### src/rtl/spike_interval_meter.sv
// Measures inter-spike intervals of one neuron into a small FIFO and counts spikes per fixed window.
// Define ISI_REFRACT_EN to add min_isi / rejected_cnt refractory filtering of too-short intervals.

module spike_interval_meter #(
   parameter int ISI_W      = 16,
   parameter int DEPTH      = 4,
   parameter int WIN_CYCLES = 1000,
   parameter int CNT_W      = 8
) (
   input  logic             clk,
   input  logic             reset,
   input  logic             spike,
   output logic [ISI_W-1:0] isi_data,
   output logic             isi_valid,
   input  logic             isi_ready,
   output logic [CNT_W-1:0] spike_count,
   output logic             rate_valid,
   output logic             ovf,
   input  logic             clr_ovf,
`ifdef ISI_REFRACT_EN
   input  logic [ISI_W-1:0] min_isi,
   output logic [7:0]       rejected_cnt,
`endif
   output logic             armed
);

   localparam int PTR_W = $clog2(DEPTH);
   localparam int WIN_W = (WIN_CYCLES > 1) ? $clog2(WIN_CYCLES) : 1;
   localparam logic [PTR_W:0]   FULL_CNT = (PTR_W+1)'(DEPTH);
   localparam logic [WIN_W-1:0] WIN_LAST = WIN_W'(WIN_CYCLES - 1);

   typedef enum logic {IDLE, MEASURE} state_t;

   state_t           state_q, state_d;
   logic             spike_q;
   logic [ISI_W-1:0] isiCnt_q, isiCnt_d, isiNext;
   logic [ISI_W-1:0] mem_q [DEPTH];
   logic [PTR_W-1:0] wrPtr_q, rdPtr_q;
   logic [PTR_W:0]   count_q;
   logic [WIN_W-1:0] winCnt_q;
   logic [CNT_W-1:0] acc_q, accNext, spikeCount_q;
   logic             rateValid_q, ovf_q, armed_q;
   logic             spikeEdge, tooShort, push, accept, full, pop, wrEn, drop;

   assign spikeEdge = spike & ~spike_q;
   assign isiNext   = (isiCnt_q == '1) ? isiCnt_q : isiCnt_q + ISI_W'(1);

`ifdef ISI_REFRACT_EN
   logic [7:0] rejCnt_q;
   logic       rejectEdge;

   assign tooShort     = isiNext < min_isi;
   assign rejectEdge   = (state_q == MEASURE) & spikeEdge & tooShort;
   assign rejected_cnt = rejCnt_q;

   always_ff @(posedge clk) begin
      if (!reset)
         rejCnt_q <= '0;
      else if (rejectEdge && rejCnt_q != 8'hFF)
         rejCnt_q <= rejCnt_q + 8'd1;
   end
`else
   assign tooShort = 1'b0;
`endif

   // A rejected edge leaves the counter running so the next interval is measured from the last accepted spike.
   always_comb begin
      state_d  = state_q;
      isiCnt_d = isiCnt_q;
      push     = 1'b0;
      accept   = 1'b0;
      case (state_q)
         IDLE: begin
            if (spikeEdge) begin
               isiCnt_d = '0;
               state_d  = MEASURE;
               accept   = 1'b1;
            end
         end
         MEASURE: begin
            if (spikeEdge && !tooShort) begin
               push     = 1'b1;
               accept   = 1'b1;
               isiCnt_d = '0;
            end else begin
               isiCnt_d = isiNext;
            end
         end
      endcase
   end

   always_ff @(posedge clk) begin
      if (!reset) begin
         state_q  <= IDLE;
         isiCnt_q <= '0;
         spike_q  <= 1'b0;
         armed_q  <= 1'b0;
      end else begin
         state_q  <= state_d;
         isiCnt_q <= isiCnt_d;
         spike_q  <= spike;
         if (accept)
            armed_q <= 1'b1;
      end
   end

   // A pop frees a slot in the same cycle, so a push into a full FIFO with a pop is not a drop.
   assign full      = count_q == FULL_CNT;
   assign isi_valid = count_q != '0;
   assign pop       = isi_valid & isi_ready;
   assign wrEn      = push & (~full | pop);
   assign drop      = push & full & ~pop;
   assign isi_data  = mem_q[rdPtr_q];

   always_ff @(posedge clk) begin
      if (!reset) begin
         for (int i = 0; i < DEPTH; i++)
            mem_q[i] <= '0;
         wrPtr_q <= '0;
         rdPtr_q <= '0;
         count_q <= '0;
         ovf_q   <= 1'b0;
      end else begin
         if (wrEn) begin
            mem_q[wrPtr_q] <= isiNext;
            wrPtr_q        <= wrPtr_q + PTR_W'(1);
         end
         if (pop)
            rdPtr_q <= rdPtr_q + PTR_W'(1);
         case ({wrEn, pop})
            2'b10:   count_q <= count_q + (PTR_W+1)'(1);
            2'b01:   count_q <= count_q - (PTR_W+1)'(1);
            default: count_q <= count_q;
         endcase
         if (drop)
            ovf_q <= 1'b1;
         else if (clr_ovf)
            ovf_q <= 1'b0;
      end
   end

   assign accNext = (accept && acc_q != '1) ? acc_q + CNT_W'(1) : acc_q;

   // An edge on the closing cycle is folded into the reported count rather than the next window.
   always_ff @(posedge clk) begin
      if (!reset) begin
         winCnt_q     <= '0;
         acc_q        <= '0;
         spikeCount_q <= '0;
         rateValid_q  <= 1'b0;
      end else if (winCnt_q == WIN_LAST) begin
         winCnt_q     <= '0;
         acc_q        <= '0;
         spikeCount_q <= accNext;
         rateValid_q  <= 1'b1;
      end else begin
         winCnt_q    <= winCnt_q + WIN_W'(1);
         acc_q       <= accNext;
         rateValid_q <= 1'b0;
      end
   end

   assign spike_count = spikeCount_q;
   assign rate_valid  = rateValid_q;
   assign ovf         = ovf_q;
   assign armed       = armed_q;

endmodule

### config.mk
export PLATFORM = sky130hd
export DESIGN_NAME = spike_interval_meter
export DESIGN_NICKNAME = d
export VERILOG_FILES = /design/src/rtl/spike_interval_meter.sv
export SDC_FILE = /design/constraint.sdc
export NUM_CORES = 1
export LEC_CHECK = 0
export BUFFER_PORTS_ARGS = -buffer_cell sky130_fd_sc_hd__clkbuf_2
export CAP_MARGIN = 20
export CELL_PAD_IN_SITES_DETAIL_PLACEMENT = 1
export CELL_PAD_IN_SITES_GLOBAL_PLACEMENT = 2
export CORE_MARGIN = 2
export CORE_UTILIZATION = 44
export DETAILED_ROUTE_END_ITERATION = 8
export PLACE_DENSITY = 0.86
export SLEW_MARGIN = 0
export SYNTH_ARGS = -nofsm -noshare
export SYNTH_HDL_FRONTEND = slang
export SYNTH_SLANG_ARGS = --single-unit
### constraint.sdc
create_clock -name clk -period 5.65 [get_ports clk]
set_clock_uncertainty 0.15 [all_clocks]
set_input_delay 0.8475 -clock clk [delete_from_list [all_inputs] [get_ports clk]]
set_output_delay 0.8475 -clock clk [all_outputs]
set_load 0.005 [all_outputs]
## Word level (Yosys, flattened, before mapping)

Memory sizes are Yosys's and may differ from the RTL's. A register that Yosys moved wholly into a read port is not among the register bits.
Cells that the tools add are included.

| word-level totals | value |
|---|---|
| memories | 1 |
| memory bits (writable) | 64 |
| bits in registers | 54 |
| output and inout bits | 28 |
| logic and storage cells | 65 |

Memory list:

| name | depth | width | read ports | clocked after Yosys merged registers in | wr ports | RTL line | text |
|---|---|---|---|---|---|---|---|
| mem_q | 4 | 16 | 1 | 1 | 4 | 37 | `logic [ISI_W-1:0] mem_q [DEPTH];` |

| operators by class | value |
|---|---|
| add/subtract/negate cells | 7 |
| bitwise logic cells | 11 |
| muxes and demuxes | 21 |
| eq/ne operators | 7 |
| reduce and logical (&&, ||, !) cells | 6 |

Operator list:

| operator | count |
|---|---|
| 16-bit two-way mux | 4 |
| 16-bit case mux with 2 select lines | 1 |
| 16-bit by 1-bit adder with 16-bit output (second input constant) | 1 |
| 16-bit equality test (second input constant) | 1 |
| 16-bit OR reduction | 1 |
| 1-bit two-way mux | 11 |
| 10-bit by 1-bit adder with 10-bit output (second input constant) | 1 |
| 10-bit equality test (second input constant) | 1 |
| 8-bit by 1-bit adder with 8-bit output (second input constant) | 1 |
| 8-bit two-way mux | 1 |
| 8-bit != test (second input constant) | 1 |
| 2-bit two-way mux | 3 |
| 3-bit case mux with 2 select lines | 1 |
| 1-bit AND | 5 |
| 1-bit inverter | 5 |
| 2-bit by 1-bit adder with 2-bit output (second input constant) | 2 |
| 2-bit nonzero test | 2 |
| 3-bit by 1-bit adder with 3-bit output (second input constant) | 1 |
| 3-bit equality test (second input constant) | 1 |
| 3-bit nonzero test | 1 |
| 3-bit by 1-bit subtractor with 3-bit output (second input constant) | 1 |
| 2-bit by 1-bit equality test with 1-bit output (second input constant) | 1 |
| 2-bit equality test (second input constant) | 1 |
| 2-bit != test (second input constant) | 1 |
| other kinds (3) | 3 |

## Depth between registers and ports, before layout

Gate-level depths: netlist of run 1.

| logic depth | value |
|---|---|
| depth after elaboration | 10 |
| mapped depth | 9 |
| gate-level depth less buffers | 8 |

## Least setup slack after synthesis of run 1

Ideal clock, no wire load.

| timing | value |
|---|---|
| kind | input-to-reg |
| start point | input port spike |
| end point | memory mem_q[3][0], enable pin |
| cell stages on the path | 4 |
| data required time | 5,089 ps |
| arrival | 2,561 ps |
| library setup time | 411 ps |
| setup slack | 2,527 ps |
| cell sequence | nor2b_1 -> clkbuf_1 -> nand4_1 -> o21ai_0 |

RTL lines:

| item | RTL line | text |
|---|---|---|
| start, declared | 12 | `input logic spike,` |
| end, declared | 37 |  |

==> results.cfg, run 1 <==
[finish]
n_antenna_cell = 0
post-route-util = 0.525
num-fill-cells = 1337
design_area_mm2 = 0.00639
seq_area_mm2 = 0.00304
instances_no_fill = 702
finalNetCount = 531
multi_input_area_mm2 = 0.00230
layout-area-overhead-vs-synth_pct = 15.4
layout-drive-gt1-share = 0.176

[power_and_ir_drop]
p_leak_nw = 2.22
power_mw = 2.27
irDropWorstVdd_mv = 0.176
power_density_mw_per_mm2 = 356

[clock_network]
clock-root-buffer = sky130_fd_sc_hd__clkbuf_16
cts_tree = done
clkLatencyLatePin_ps = 410
post_cts_resized = 0
number_of_buffers_added_by_the_clock_tree_synthesis_step = 17
worst_setup_hold_path_clk_slew_ps = 50
htreeDepth = 4
cts_sinks = 120
clockBufferDepth = 2
post-cts-setup-buffer-count = 0
cts-hold-fix-buffers = 0

[critical_path]
setup.worst_path.start_class = input pin
regToRegEndpoint = mem_q[0][0]
arrival_ps = 3370
worst-path-max-fanout = 18
worst_r2r_path_depth = 4
worst_r2r_startpoint = state_q
setup.reg_to_reg.worst_slack_ps = 2160
crit_required_ps = 5470
setup.worst_path.class = in -> reg
worst_setup_path_end_kind = flop

[timing]
whs_ps = 302
hold_viol_final = 0
rsz_0062_raised_after_global_routing = false
final_min_period_over_clock_period = 0.628
slew_viol_final = 0
final-setup-viol-count = 0
layout_setup_ws_ps = 2100
worstMarginPinSlew_ps = 862
fin_setup_tns_ps = 0
final.min_clock_period_ps = 3550
slew-limit-headroom = 0.424
max_freq_mhz = 282

[yosys]
dominantRegCellSynth = sky130_fd_sc_hd__edfxtp_1
syn_area_per_cell_um2 = 11.1
ys_top_cells_by_area = sky130_fd_sc_hd__edfxtp_1 (35%), sky130_fd_sc_hd__dfxtp_1 (20%), sky130_fd_sc_hd__mux4_2 (6.5%), sky130_fd_sc_hd__nor2_1 (5.1%), sky130_fd_sc_hd__a21oi_1 (3.7%)
synthDistinctLibCells = 58
seq_area_frac_synth = 0.550
asyncSetResetFlopFracSynth = 0
synth_cells = 500
synth_enable_flop_cells = 64
ys.warnings.count = 0
synth.top_cells.by_count = sky130_fd_sc_hd__nor2_1 (75), sky130_fd_sc_hd__edfxtp_1 (64), sky130_fd_sc_hd__dfxtp_1 (56), sky130_fd_sc_hd__a21oi_1 (41), sky130_fd_sc_hd__nand2_1 (27)
synth_top_area_cell = sky130_fd_sc_hd__edfxtp_1
synthMostInstantiatedCell = sky130_fd_sc_hd__nor2_1
synth.top_cell.area_share = 0.347
syn-cell-area_mm2 = 0.00553
synth.ff_latch_count = 120
synthesis.nets = 510

[worst_hold_path]
endpoint_with_the_worst_hold_slack = winCnt_q[0]
holdPathStages = 1
timing.hold.worst.start = winCnt_q[0]
worstHoldPathType = reg -> reg

[route]
dr.first_iter.drc_count = 247
final_routed_wirelength_um = 13600
ant_nets = 0
drc = 0
via_count = 3999
drt-pass1-iter-count = 4
drt-wirelength-per-cell_um = 19.3
route.detailed.vias_per_inst = 5.70

[run]
max_cap_viols = 0

[grt]
grt_start_max_net_pins = 22
grt-ovfl-total = 0
globalRouteTotalUtil = 0.214
wire_length_of_the_first_global_routing_pass_um = 22000
vias_in_the_first_global_route = 4187
antenna_found_initial = 0

[floorplan]
floorplan.initialDensity = 0.455
core_box_area_mm2 = 0.0122
ioPinCount = 33
std_cell_rows = 40
die-area_mm2 = 0.0135
floorplan.die.width_um = 116
die_h_um = 116

[place]
dp.final_hpwl_um = 9160
pre_cts_slack_ps = 1640
final_weighted_congestion_in_routability_driven_placement = 0.813
place.port_buffers = 32
dp_cells = 669
postPlaceCellArea_mm2 = 0.00575

[status]
run_status = finished clean
routing by layer:
| metal | routed length, µm | track usage | vias up | share of wire |
|---|---|---|---|---|
| met3 | 403 | 0.0441 | 11 | 0.030 |
| met1 | 6060 | 0.271 | 2029 | 0.45 |
| li1 | - | - | 1895 | - |
| met4 | 144 | 0.0563 | 0 | 0.011 |
| met5 | 0 | 0 | - | 0 |
| met2 | 6970 | 0.375 | 64 | 0.51 |
where the power goes:
group	leakage (nW)	switching [mW]	internal, mW
clock	0.295	0.387	0.693
sequential	1.12	0.0336	0.951
combinational	0.809	0.102	0.107
critical path, stage by stage:
cell and delay [ps]:
sky130_fd_sc_hd__clkbuf_2 100, sky130_fd_sc_hd__or4b_1 550, sky130_fd_sc_hd__nand2_1 570, sky130_fd_sc_hd__or3_1 640, sky130_fd_sc_hd__nand2_1 650
cell families (layout without fill, tap and decap cells):
logic type                 Yosys count  after routing  share of synthesized area
AOI/OAI and AO/OA                   92             92                      0.104
xor gates and xnor gates            17             17                     0.0269
adders and majority gates            5              5                     0.0127
buffers and inverters               42             76                     0.0353
DFF                                120            120                      0.550
muxes                               25             25                     0.0816
and+or+nand+nor                    199            199                      0.190
worst max path at each step:
stage                    from      endpoint  slack, ps  depth (start not counted)
finish              isi_ready   mem_q[0][0]       2100                          5
global route        isi_ready   mem_q[0][4]       1930                          5
CTS                 isi_ready  mem_q[0][13]       2040                          5
detailed placement  isi_ready   mem_q[0][6]       1640                          5
global placement    isi_ready   mem_q[0][7]       1780                          5
floorplan               spike   mem_q[3][0]       2530                          4
placed cells by master, fill, tap and decap left out, types with 11 or more instances in the layout:
| cell | count |
|---|---|
| sky130_fd_sc_hd__mux4_2 | 16 |
| sky130_fd_sc_hd__nand4_1 | 11 |
| sky130_fd_sc_hd__nor2_1 | 75 |
| sky130_fd_sc_hd__o21ai_0 | 21 |
| sky130_fd_sc_hd__xor2_1 | 13 |
| sky130_fd_sc_hd__nand2_1 | 27 |
| sky130_fd_sc_hd__nor3_1 | 12 |
| sky130_fd_sc_hd__or3_1 | 13 |
| sky130_fd_sc_hd__clkbuf_16 | 20 |
| sky130_fd_sc_hd__nand3_1 | 15 |
| sky130_fd_sc_hd__a21oi_1 | 41 |
| sky130_fd_sc_hd__dfxtp_1 | 56 |
| sky130_fd_sc_hd__clkbuf_2 | 32 |
| sky130_fd_sc_hd__edfxtp_1 | 64 |
sequential cells by signal, indices dropped and copies added (netlist names), named ones only:
signal / cells
wrPtr_q: 2
winCnt_q: 10
rdPtr_q: 2
armed: 1
count_q: 3
ovf: 1
mem_q: 64
rate_valid: 1
state_q: 1
acc_q: 8
spike_q: 1
isiCnt_q: 16
spike_count: 8
layout make-up:
class	count	area share
multi-input cells	338	0.359
repair buffers	34	0.0306
clock buffers	22	0.0811
clock inverters	10	0.0137
flip-flops and latches	120	0.476
inverters	10	0.00588
well taps	168	0.0329
No activity file was read; power rests on OpenSTA's default activity.
==> inputs of run 2 (changes only) <==
--- a/config.mk
+++ b/config.mk
@@ -5,14 +5,15 @@
 export SDC_FILE = /design/constraint.sdc
 export NUM_CORES = 1
 export LEC_CHECK = 0
+export ABC_AREA = 1
 export BUFFER_PORTS_ARGS = -buffer_cell sky130_fd_sc_hd__clkbuf_2
 export CAP_MARGIN = 20
 export CELL_PAD_IN_SITES_DETAIL_PLACEMENT = 1
 export CELL_PAD_IN_SITES_GLOBAL_PLACEMENT = 2
 export CORE_MARGIN = 2
-export CORE_UTILIZATION = 44
+export CORE_UTILIZATION = 38
 export DETAILED_ROUTE_END_ITERATION = 8
-export PLACE_DENSITY = 0.86
+export PLACE_DENSITY = 0.81
 export SLEW_MARGIN = 0
 export SYNTH_ARGS = -nofsm -noshare
 export SYNTH_HDL_FRONTEND = slang
==> constraint.sdc (replaced) <==
create_clock -name clk -period 3.4 [get_ports clk]
set_clock_uncertainty 0.15 [all_clocks]
set_input_delay 0.51 -clock clk [delete_from_list [all_inputs] [get_ports clk]]
set_output_delay 0.51 -clock clk [all_outputs]
set_load 0.005 [all_outputs]
==> run 2 against run 1 <==
Compared with the run above: cell area is 2.1% higher; area after synthesis fell by 0.47%; worst hold slack worse by 150 ps; cell count rose by 23%; global-route usage is 2.3 points lower; sequential share of layout area decreased by 0.99 points; critical endpoint is now isi_data[0]; largest power group unchanged.
==> results.cfg, run 2 <==
[yosys]
yosys.area_share.adder = 0.0127
synth_compound_gate_area_share = 0.0995
synth_top_area_cell = sky130_fd_sc_hd__edfxtp_1
ys.warnings.count = 0
asyncSetResetFlopFracSynth = 0
synthDistinctLibCells = 36
synth.ff_latch_count = 120
syn-cell-area_mm2 = 0.00551
dominantRegCellSynth = sky130_fd_sc_hd__edfxtp_1
synth_cells = 630
syn_area_per_cell_um2 = 8.74
synth_enable_flop_cells = 64
yosys-mux-area-fraction = 0
dominant_combinational_cell_family_by_area_after_synthesis = simple AND/OR/NAND/NOR gates
synth.top_cell.area_share = 0.349
ys_top_cells_by_area = sky130_fd_sc_hd__edfxtp_1 (35%), sky130_fd_sc_hd__dfxtp_1 (20%), sky130_fd_sc_hd__nand2_1 (8.8%), sky130_fd_sc_hd__nor2_1 (8.0%), sky130_fd_sc_hd__o21ai_0 (4.6%)
synthXorXnorAreaFrac = 0.0223
synthMostInstantiatedCell = sky130_fd_sc_hd__nand2_1
synth.top_cells.by_count = sky130_fd_sc_hd__nand2_1 (129), sky130_fd_sc_hd__nor2_1 (118), sky130_fd_sc_hd__edfxtp_1 (64), sky130_fd_sc_hd__inv_1 (60), sky130_fd_sc_hd__dfxtp_1 (56)
synth_simple_gate_area_share = 0.250
seq_area_frac_synth = 0.552
synthesis.nets = 640

[route]
drc = 0
drt-pass1-iter-count = 4
drt-wirelength-per-cell_um = 16.4
ant_nets = 0
route.detailed.vias_per_inst = 5.07
final_routed_wirelength_um = 14200
via_count = 4382
dr.first_iter.drc_count = 355

[clock_network]
htreeDepth = 4
clkLatencyLatePin_ps = 420
cts_sinks = 120
worst_setup_hold_path_clk_slew_ps = 60
post_cts_resized = 0
clock-root-buffer = sky130_fd_sc_hd__clkbuf_16
cts-hold-fix-buffers = 0
number_of_buffers_added_by_the_clock_tree_synthesis_step = 17
clockBufferDepth = 2
cts_tree = done
post-cts-setup-buffer-count = 0

[finish]
max_flop_register = mem_q
seq_area_mm2 = 0.00304
layout-area-overhead-vs-synth_pct = 18.4
num-fill-cells = 1645
layout_commonest_cell = sky130_fd_sc_hd__nand2_1
n_antenna_cell = 0
finalNetCount = 682
largest_reg_flops = 64
layout.cells.most_common_list = sky130_fd_sc_hd__nand2_1 (129), sky130_fd_sc_hd__nor2_1 (118), sky130_fd_sc_hd__edfxtp_1 (64)
largestRegisters = mem_q (64), isiCnt_q (16), winCnt_q (10)
design_area_mm2 = 0.00652
multi_input_area_mm2 = 0.00212
layout-drive-gt1-share = 0.149

[critical_path]
worst_setup_path_end_kind = output port
setup.worst_path.class = reg -> out
arrival_ps = 2240
setup.worst_path.start_class = flop
crit_required_ps = 2740
worst-path-max-fanout = 33

[timing]
final.min_clock_period_ps = 2900
final_min_period_over_clock_period = 0.852
whs_ps = 149
hold_viol_final = 0
layout_setup_ws_ps = 503
final-setup-viol-count = 0
rsz_0062_raised_after_global_routing = false
slew_viol_final = 0
slew-limit-headroom = 0.388
max_freq_mhz = 345
fin_setup_tns_ps = 0
worstMarginPinSlew_ps = 917

[floorplan]
std_cell_rows = 43
die-area_mm2 = 0.0155
floorplan.initialDensity = 0.392
die_h_um = 124
ioPinCount = 33
floorplan.die.width_um = 124
core_box_area_mm2 = 0.0140

[grt]
grt_start_max_net_pins = 34
wire_length_of_the_first_global_routing_pass_um = 23200
grt-ovfl-total = 0
antenna_found_initial = 0
vias_in_the_first_global_route = 4464
globalRouteTotalUtil = 0.191

[place]
place.port_buffers = 32
postPlaceCellArea_mm2 = 0.00586
pre_cts_slack_ps = 755
dp.final_hpwl_um = 9920
final_weighted_congestion_in_routability_driven_placement = 0.786

[worst_hold_path]
worstHoldPathType = in -> reg

[run]
max_cap_viols = 0

[power_and_ir_drop]
power_density_mw_per_mm2 = 602
p_leak_nw = 2.66
power_mw = 3.93
irDropWorstVdd_mv = 0.251

[status]
run_status = finished clean
run 2: cell count changes after synthesis, sizes merged, moves of 7 or more:
cell,previous run,this run
a21oi,41,33
buf,16,6
inv,10,68
mux2i,8,0
mux4,16,0
nand2,27,133
nand2b,7,0
nand3,16,23
nand4,13,6
nor2,75,126
nor4,8,0
o21ai,22,51
o22ai,3,16
or3,15,0
run 2: final cells by class:
cell class / instances / area share
flip-flops and latches: 120 / 0.467
multi-input cells: 425 / 0.325
clock buffers: 19 / 0.0664
inverters: 68 / 0.0391
clock inverters: 13 / 0.0347
well taps: 180 / 0.0345
repair buffers: 40 / 0.0338
run 2: worst max-delay path, stage by stage, from the launching register on:
cell                       delay [ps]
sky130_fd_sc_hd__dfxtp_1          300
sky130_fd_sc_hd__buf_4            230
sky130_fd_sc_hd__inv_1            710
sky130_fd_sc_hd__nor2_1           130
sky130_fd_sc_hd__o22ai_1          280
sky130_fd_sc_hd__clkbuf_2         160
run 2: final timing paths:
| kind | from | end | slack, ps | depth (start not counted) |
|---|---|---|---|---|
| min reg2reg | spike_count[7] | spike_count[7] | 300 | 2 |
| min | spike | spike_q | 150 | 3 |
| max | flop | isi_data[0] | 500 | 5 |
| max reg2reg | count_q[2] | mem_q[1][13] | 1010 | 8 |
run 2: per-layer routing:
metal / vias up / routed length [µm] / GRT usage
li1: 2151 / - / -
met1: 2136 / 6920 / 0.258
met2: 72 / 6530 / 0.299
met3: 23 / 472 / 0.0408
met4: 0 / 261 / 0.0747
met5: - / 0 / 0
run 2: report_power, final:
part	internal [mW]	switching, mW
Sequential	1.57	0.0269
Combinational	0.102	0.207
Clock	1.37	0.653
run 2: cells by family after synthesis:
family,after synthesis
compound gates,103
xor+xnor,14
fa+ha+maj,5
buf+inv,85
flops,120
simple gates,303
run 2: metrics by stage:
| stage | std cells | utilization |
|---|---|---|
| 6_report | 865 | 0.464 |
| 5_1_grt | 865 | 0.464 |
| 4_1_cts | 865 | 0.464 |
| 3_5_place_dp | 833 | 0.418 |
| 3_3_place_gp | 833 | 0.418 |
| 2_1_floorplan | 630 | - |
==> inputs of run 3 (changes only) <==
--- a/config.mk
+++ b/config.mk
@@ -11,9 +11,10 @@
 export CELL_PAD_IN_SITES_DETAIL_PLACEMENT = 1
 export CELL_PAD_IN_SITES_GLOBAL_PLACEMENT = 2
 export CORE_MARGIN = 2
-export CORE_UTILIZATION = 38
+export CORE_UTILIZATION = 39
+export CTS_BUF_LIST = sky130_fd_sc_hd__clkbuf_8
 export DETAILED_ROUTE_END_ITERATION = 8
-export PLACE_DENSITY = 0.81
+export PLACE_DENSITY = 0.83
 export SLEW_MARGIN = 0
 export SYNTH_ARGS = -nofsm -noshare
 export SYNTH_HDL_FRONTEND = slang
==> run 3 against run 2 <==
Compared with the run above: sequential share of layout area is 1.9 points higher; critical path depth stayed put; critical path type unchanged; global-route usage is 1.0 points higher; maximum frequency is 10% higher; register-to-register slack hardly changed.
==> results.cfg, run 3 (synthesized netlist as in run 2, its figures left out) <==
[finish]
largest_reg_flops = 64
layout_commonest_cell = sky130_fd_sc_hd__nand2_1
max_flop_register = mem_q
layout.cells.most_common_list = sky130_fd_sc_hd__nand2_1 (129), sky130_fd_sc_hd__nor2_1 (118), sky130_fd_sc_hd__edfxtp_1 (64)
design_area_mm2 = 0.00626
largestRegisters = mem_q (64), isiCnt_q (16), winCnt_q (10)
finalNetCount = 682
layout-drive-gt1-share = 0.143
n_antenna_cell = 0
layout-area-overhead-vs-synth_pct = 13.7
instances_no_fill = 865

[clock_network]
clockBufferDepth = 2
cts_tree = done
post-cts-setup-buffer-count = 0
cts_sinks = 120
worst_setup_hold_path_clk_slew_ps = 70
clock-root-buffer = sky130_fd_sc_hd__clkbuf_8
cts-hold-fix-buffers = 0
number_of_buffers_added_by_the_clock_tree_synthesis_step = 17
htreeDepth = 4
post_cts_resized = 0
clkLatencyLatePin_ps = 440

[run]
max_cap_viols = 0

[timing]
final-setup-viol-count = 0
final.min_clock_period_ps = 2630
hold_viol_final = 0
slew-limit-headroom = 0.444
worstMarginPinSlew_ps = 826
slew_viol_final = 0
layout_setup_ws_ps = 770
fin_setup_tns_ps = 0
rsz_0062_raised_after_global_routing = false
final_min_period_over_clock_period = 0.773
max_freq_mhz = 380

[floorplan]
floorplan.die.width_um = 123
ioPinCount = 33
die_h_um = 123
core_box_area_mm2 = 0.0138
die-area_mm2 = 0.0151
std_cell_rows = 43
floorplan.initialDensity = 0.398

[critical_path]
setup.reg_to_reg.worst_slack_ps = 1020
setup.worst_path.start_class = flop
worst_setup_path_end_kind = output port
crit_required_ps = 2740
setup.worst_path.class = reg -> out
arrival_ps = 1970
worst-path-max-fanout = 26

[route]
via_count = 4326
drt-pass1-iter-count = 4
route.detailed.vias_per_inst = 5.00
drt-wirelength-per-cell_um = 16.0
final_routed_wirelength_um = 13800
ant_nets = 0
dr.first_iter.drc_count = 227
drc = 0

[place]
postPlaceCellArea_mm2 = 0.00586
place.port_buffers = 32
final_weighted_congestion_in_routability_driven_placement = 0.790
pre_cts_slack_ps = 731
dp.final_hpwl_um = 10100
dp_cells = 833

[status]
run_status = finished clean

[grt]
wire_length_of_the_first_global_routing_pass_um = 22700
globalRouteTotalUtil = 0.201
vias_in_the_first_global_route = 4395
grt_start_max_net_pins = 33
antenna_found_initial = 0
grt-ovfl-total = 0

[worst_hold_path]
worstHoldPathType = in -> reg

[power_and_ir_drop]
irDropWorstVdd_mv = 0.182
p_leak_nw = 2.57
power_density_mw_per_mm2 = 516
run 3: cell count changes in the layout (fill, tap and decap cells not counted), sizes merged:
cell / before / now
clkinvlp: 5 / 0
clkinv: 2 / 9
bufinv: 6 / 4
inv: 68 / 70
clkbuf: 51 / 49
run 3: worst paths after layout:
kind	startpoint	to	depth (start not counted)
min	spike	spike_q	3
min reg2reg	spike_count[5]	spike_count[5]	2
max	flop	isi_data[15]	5
max reg2reg	count_q[2]	mem_q[0][9]	8
run 3: power breakdown:
| part | internal, mW | total (mW) | switching [mW] |
|---|---|---|---|
| clock | 0.774 | 1.33 | 0.557 |
| sequential | 1.57 | 1.60 | 0.0273 |
| combinational | 0.103 | 0.305 | 0.203 |
| total | 2.45 | 3.23 | 0.787 |
run 3: through the flow:
step                 util  total power, mW  hold slack [ps]
global route        0.453             3.38              149
CTS                 0.453             3.27              136
global placement    0.424             1.92              277
finish              0.453             3.23              165
floorplan               -             1.81              268
detailed placement  0.424             1.94              291
run 3: critical path, cell delays in order, from the launching register on:
cell and delay, ps:
sky130_fd_sc_hd__dfxtp_1 320, sky130_fd_sc_hd__inv_1 550, sky130_fd_sc_hd__buf_4 270, sky130_fd_sc_hd__o21ai_0 90, sky130_fd_sc_hd__o22ai_1 160, sky130_fd_sc_hd__clkbuf_2 140
run 3: cell type report:
type                       instances  area, µm²
fill                            1632       7560
clock buffer                      17        234
inverter                          68        255
clock inverter                    15        166
multi-input combinational        425       2120
timing repair buffer              40        220
tap                              180        225
sequential                       120       3040
run 3: layer usage:
| layer | track usage | wire length, µm | up-vias |
|---|---|---|---|
| met5 | 0 | 0 | - |
| met4 | 0.0726 | 222 | 0 |
| met3 | 0.0474 | 487 | 14 |
| met2 | 0.317 | 6540 | 65 |
| met1 | 0.269 | 6580 | 2094 |
| li1 | - | - | 2153 |
